$ cat src/rtl/inv_key_evolution.sv
//==============================================================================
// Module   : inv_key_evolution
// Purpose  : Reverse AES-128 key schedule, steps round 10 back to round 0.
//            Optional round-key store enabled by INV_KEY_EVOLUTION_STORE_EN.
// Revision : 1.0 - initial release
//==============================================================================
`default_nettype none

module inv_key_evolution (
  input  logic         clk,
  input  logic         reset,
  input  logic         clk_en,
  input  logic         load_key,
  input  logic [127:0] key,
`ifdef INV_KEY_EVOLUTION_STORE_EN
  input  logic [3:0]   rd_addr,
  output logic [127:0] rd_key,
`endif
  output logic [127:0] evolutioned_key_out,
  output logic [3:0]   round_out,
  output logic         key_valid,
  output logic         done
);

  localparam logic [7:0] c_rcon_last = 8'h36;
  localparam logic [3:0] c_round_last = 4'd10;

  typedef enum logic [1:0] {
    S_IDLE = 2'd0,
    S_RUN  = 2'd1,
    S_DONE = 2'd2
  } state_t;

  state_t       r_state, w_state_nxt;
  logic [127:0] r_key, w_key_nxt, w_prev_key;
  logic [3:0]   r_round, w_round_nxt;
  logic         r_valid, w_valid_nxt;
  logic         r_done, w_done_nxt;
  logic [7:0]   r_rcon, w_rcon_nxt, w_rcon_prev;
  logic         w_step;

  function automatic logic [7:0] gf_mul(input logic [7:0] a, input logic [7:0] b);
    logic [7:0] p;
    logic [7:0] x;
    p = 8'h00;
    x = a;
    for (int i = 0; i < 8; i++) begin
      if (b[i]) p = p ^ x;
      x = {x[6:0], 1'b0} ^ (x[7] ? 8'h1B : 8'h00);
    end
    return p;
  endfunction

  // Forward S-box: x^254 (multiplicative inverse, 0 maps to 0) then affine map.
  function automatic logic [7:0] sbox(input logic [7:0] a);
    logic [7:0] sq;
    logic [7:0] inv;
    sq  = a;
    inv = 8'h01;
    for (int k = 1; k < 8; k++) begin
      sq  = gf_mul(sq, sq);
      inv = gf_mul(inv, sq);
    end
    return inv ^ {inv[6:0], inv[7]} ^ {inv[5:0], inv[7:6]}
               ^ {inv[4:0], inv[7:5]} ^ {inv[3:0], inv[7:4]} ^ 8'h63;
  endfunction

  function automatic logic [31:0] sub_word(input logic [31:0] w);
    return {sbox(w[31:24]), sbox(w[23:16]), sbox(w[15:8]), sbox(w[7:0])};
  endfunction

  logic [31:0] w_w4, w_w5, w_w6, w_w7;
  logic [31:0] w_w0, w_w1, w_w2, w_w3;

  assign w_w4 = r_key[127:96];
  assign w_w5 = r_key[95:64];
  assign w_w6 = r_key[63:32];
  assign w_w7 = r_key[31:0];
  assign w_w3 = w_w7 ^ w_w6;
  assign w_w2 = w_w6 ^ w_w5;
  assign w_w1 = w_w5 ^ w_w4;
  assign w_w0 = w_w4 ^ sub_word({w_w3[23:0], w_w3[31:24]}) ^ {r_rcon, 24'h000000};
  assign w_prev_key = {w_w0, w_w1, w_w2, w_w3};

  // rcon * x^-1 in GF(2^8)
  assign w_rcon_prev = r_rcon[0] ? (((r_rcon ^ 8'h1B) >> 1) | 8'h80) : (r_rcon >> 1);

  always_comb begin
    w_state_nxt = r_state;
    w_key_nxt   = r_key;
    w_round_nxt = r_round;
    w_valid_nxt = r_valid;
    w_done_nxt  = r_done;
    w_rcon_nxt  = r_rcon;
    w_step      = 1'b0;
    if (load_key) begin
      w_state_nxt = S_RUN;
      w_key_nxt   = key;
      w_round_nxt = c_round_last;
      w_valid_nxt = 1'b1;
      w_done_nxt  = 1'b0;
      w_rcon_nxt  = c_rcon_last;
    end else if (r_state == S_RUN && clk_en) begin
      w_step      = 1'b1;
      w_key_nxt   = w_prev_key;
      w_round_nxt = r_round - 4'd1;
      w_rcon_nxt  = w_rcon_prev;
      if (r_round == 4'd1) begin
        w_state_nxt = S_DONE;
        w_done_nxt  = 1'b1;
      end
    end
  end

  always_ff @(posedge clk or posedge reset) begin
    if (reset) begin
      r_state <= S_IDLE;
      r_key   <= '0;
      r_round <= 4'd0;
      r_valid <= 1'b0;
      r_done  <= 1'b0;
      r_rcon  <= c_rcon_last;
    end else begin
      r_state <= w_state_nxt;
      r_key   <= w_key_nxt;
      r_round <= w_round_nxt;
      r_valid <= w_valid_nxt;
      r_done  <= w_done_nxt;
      r_rcon  <= w_rcon_nxt;
    end
  end

  assign evolutioned_key_out = r_key;
  assign round_out           = r_round;
  assign key_valid           = r_valid;
  assign done                = r_done;

`ifdef INV_KEY_EVOLUTION_STORE_EN
  logic [127:0] r_store [0:10];
  logic [3:0]   w_store_idx;

  // In RUN the round is 1..10, so the step target index stays within 0..9.
  assign w_store_idx = r_round - 4'd1;

  always_ff @(posedge clk or posedge reset) begin
    if (reset) begin
      for (int i = 0; i < 11; i++) r_store[i] <= '0;
    end else if (load_key) begin
      r_store[c_round_last] <= key;
    end else if (w_step) begin
      r_store[w_store_idx] <= w_prev_key;
    end
  end

  assign rd_key = (rd_addr > c_round_last) ? '0 : r_store[rd_addr];
`endif

endmodule

`default_nettype wire
$ cat config.mk
export PLATFORM = sky130hd
export DESIGN_NAME = inv_key_evolution
export DESIGN_NICKNAME = d
export VERILOG_FILES = /design/src/rtl/inv_key_evolution.sv
export SDC_FILE = /design/constraint.sdc
export NUM_CORES = 2
export LEC_CHECK = 0
export ABC_AREA = 1
export BUFFER_PORTS_ARGS = -buffer_cell sky130_fd_sc_hd__buf_2
export CELL_PAD_IN_SITES_DETAIL_PLACEMENT = 0
export CELL_PAD_IN_SITES_GLOBAL_PLACEMENT = 1
export CORE_UTILIZATION = 29
export DETAILED_ROUTE_END_ITERATION = 12
export GPL_ROUTABILITY_DRIVEN = 0
export PLACE_DENSITY = 0.7
export SLEW_MARGIN = 20
export SYNTH_ARGS = -nofsm -noshare
export SYNTH_HDL_FRONTEND = slang
export SYNTH_SLANG_ARGS = --single-unit
$ cat constraint.sdc
create_clock -name clk -period 12.74 [get_ports clk]
set_input_delay 0.637 -clock clk [delete_from_list [all_inputs] [get_ports clk]]
set_output_delay 0.637 -clock clk [all_outputs]
set_load 0.03 [all_outputs]
==> impl_metrics.tcl <==
set metrics [dict create \
    status "finished clean" \
    hold_path.class "in -> async" \
    worst_pin_slew_ps 1007 \
    dieArea_mm2 0.2576 \
    fill_cells 28503 \
    grt_overflow 0 \
    drtIter0Drc 6946 \
    antenna_found_initial 10 \
    synthTopCellsByArea "nand2_1 (34%), nand3_1 (15%), xor2_1 (10%), inv_1 (7.9%), nor2_1 (5.7%)" \
    synth_warnings 0 \
    synth_cells 14977 \
    ant_nets 0 \
    critPathBufInv 20 \
    whs_ps 115.6 \
    preCtsSetupSlack_ps -525.2 \
    grt_max_degree 70 \
    clock_skew_ps 23.68 \
    cts_max_level 4 \
    ios 266 \
    synth_cell_types 58 \
    syn_area_per_cell_um2 4.948 \
    die_h_um 507.5 \
    setup_viol 0 \
    track_usage 0.2152 \
    synth_edf_count 0 \
    core-area_mm2 0.2542 \
    routedWlPerCell_um 15.17 \
    drc 0 \
    max_slew_margin 0.3263 \
    crit_top_cell "nand2_1" \
    clock-sinks 143 \
    fin_crit_sh 0.9384 \
    grt_pass1_vias 82891 \
    synth_top_area_share 0.3364 \
    numPortBuffers 265 \
    hold_viol 0 \
    use_met2 0.3679 \
    hpwl_mm 235.3 \
    synth_seq_area_share 0.04836 \
    met1_usage 0.2894 \
    initial_core_util 0.2916 \
    cts-root-buf "clkbuf_16" \
    fmax_mhz 83.65 \
    cpPeakStageDelay_ps 460 \
    synth_top_area_cell "nand2_1" \
    critical_path_class "reg -> reg" \
    area_growth_pct 31.20 \
    row_count 185 \
    synth-seq-cells 143 \
    cts_buffers 25 \
    top_usage_layer "met2" \
    drt_wl_total_mm 298.2 \
    cts_hold_buf 0 \
    clk_pin_slew_ps 80 \
    dr.pass1.iters 6 \
    finalNonFillerCells 19661 \
    place_inst 19150 \
    critPathSlowestCell "dfrtp_2" \
    setup_ws_ps 785.1 \
    via_per_inst 4.825 \
    cp_top_family "simple AND/OR/NAND/NOR gates" \
    grt_util_met3 0.01209 \
    period_minus_slack_ps 11950 \
    synth_fp_nets 15130 \
    worstPathMaxFanout 9 \
    crit_arrival_ps 12400 \
    clock_latency_ps 570 \
    required_ps 13190 \
    drv_slew 0 \
    startpoint_type "flip-flop" \
    drive_above_1_share 0.2413 \
    drv_cap 0 \
    rsz0062_at_grt "true" \
    cts_tree "built" \
    synth_async_sr_flop_share 1.000 \
    die_w_um 507.5 \
    netlist_area_mm2 0.07411 \
    grt_pass1_wl_mm 452.9 \
    final_nets 16439 \
    synth.most_common_cell "nand2_1" \
    num_vias 94855 \
    synth_common_cells "nand2_1 (6,641), nand3_1 (2,160), inv_1 (1,567)" \
    cts.path.max_buffers 3 \
    synthFlopType "dfrtp_1" \
    end_kind "flip-flop" \
]
-- cell families after synthesis --
group | Yosys count | synth area share
adder cells (fa/ha/maj) | 21 | 0.003546
buffers and inverters | 2144 | 0.1194
AO/OA/AOI/OAI | 531 | 0.04035
AND/OR/NAND/NOR | 10810 | 0.6222
XOR/XNOR | 1327 | 0.1661
flip-flops | 143 | 0.04836
multiplexers | 1 | 0.0001351
-- path summary, 6_finish.rpt --
check                                                             to  slack (ps)  depth (start not counted)                                 from
worst max register to register  evolutioned_key_out[107]$_DFFE_PP0P_         790                         92  evolutioned_key_out[39]$_DFFE_PP0P_
max in group asynchronous        evolutioned_key_out[62]$_DFFE_PP0P_       10660                          4                                reset
worst max-delay path            evolutioned_key_out[107]$_DFFE_PP0P_         790                         92  evolutioned_key_out[39]$_DFFE_PP0P_
worst min-delay path             evolutioned_key_out[53]$_DFFE_PP0P_         120                          2                                reset
worst min register to register                 key_valid$_DFFE_PP0P_         460                          1                key_valid$_DFFE_PP0P_
min in group clk                 evolutioned_key_out[16]$_DFFE_PP0P_         290                          3                              key[16]
-- cells in the final DEF (no fill, tap or decap), types with 24 or more instances in the layout --
master and count:
o21ai_0 156, buf_4 1203, xor2_1 765, or2_2 29
nor2_1 988, dfrtp_1 126, clkbuf_16 31, nand2_1 5908
nand3_4 39, xor2_4 24, nand2_2 836, nand3_2 324
buf_6 95, nand4_1 157, xor2_2 122, or2_1 37
nand3_1 1834, nand2_4 280, xnor2_2 79, buf_12 36
o211ai_1 37, inv_4 42, o21ai_2 29, a21oi_1 110
inv_2 208, o21ai_1 103, xnor2_1 325, nor2_4 29
o21bai_1 37, nor2_2 135, inv_1 1490, buf_2 266
nand3b_1 205
-- state kept, by name (all words and copies together) (netlist names) --
register             cells
r_rcon                   8
round_out                4
key_valid                1
r_state                  2
evolutioned_key_out    128
-- per-layer routing --
metal  wire, µm  share of wire
met2     139800           0.47
met4       9288          0.031
met5         60        0.00020
met3      13020          0.044
met1     136100           0.46
-- per-stage QoR --
stage                       util  area (µm²)  TNS, ps
after global routing      0.3825       97230    -4658
after detailed placement  0.3325       84500    -8577
after global placement    0.3325       84500    -9288
after CTS                 0.3365       85520        0
final                     0.3826       97230        0
after floorplan                -       74110        0
-- worst register-to-register path: cells and delay by family, from the launching register on --
kind | cells | cell delay [ps]
AND/OR/NAND/NOR | 55 | 5570
XOR/XNOR | 15 | 3150
buffers and inverters | 20 | 2240
flip-flops | 1 | 460
adder cells (fa/ha/maj) | 1 | 250
AO/OA/AOI/OAI | 1 | 130
-- final cells by class --
class | count | area, µm² | share of cell area
multi-input combinational | 12711 | 69260 | 0.7123
inverter | 1787 | 6967 | 0.07165
timing repair inverter | 2 | 10.01 | 0.0001029
clock buffer | 30 | 684.4 | 0.007039
sequential | 143 | 3602 | 0.03705
tap | 3366 | 4212 | 0.04332
timing repair buffer | 1616 | 12450 | 0.1280
clock inverter | 3 | 42.54 | 0.0004375
antenna | 3 | 7.507 | 0.00007721
-- repair_timing --
| action | in CTS | in global routing |
|---|---|---|
| endpoints found under the setup margin | 24 | 32 |
| pin swaps | 6 | 531 |
| setup buffers | 10 | 433 |
| cloned | 0 | 32 |
| resized for setup | 46 | 2089 |
Power is left out: the tool's default activity adds up to more than one toggle a clock period on the data nets, which glitch-free logic cannot reach.
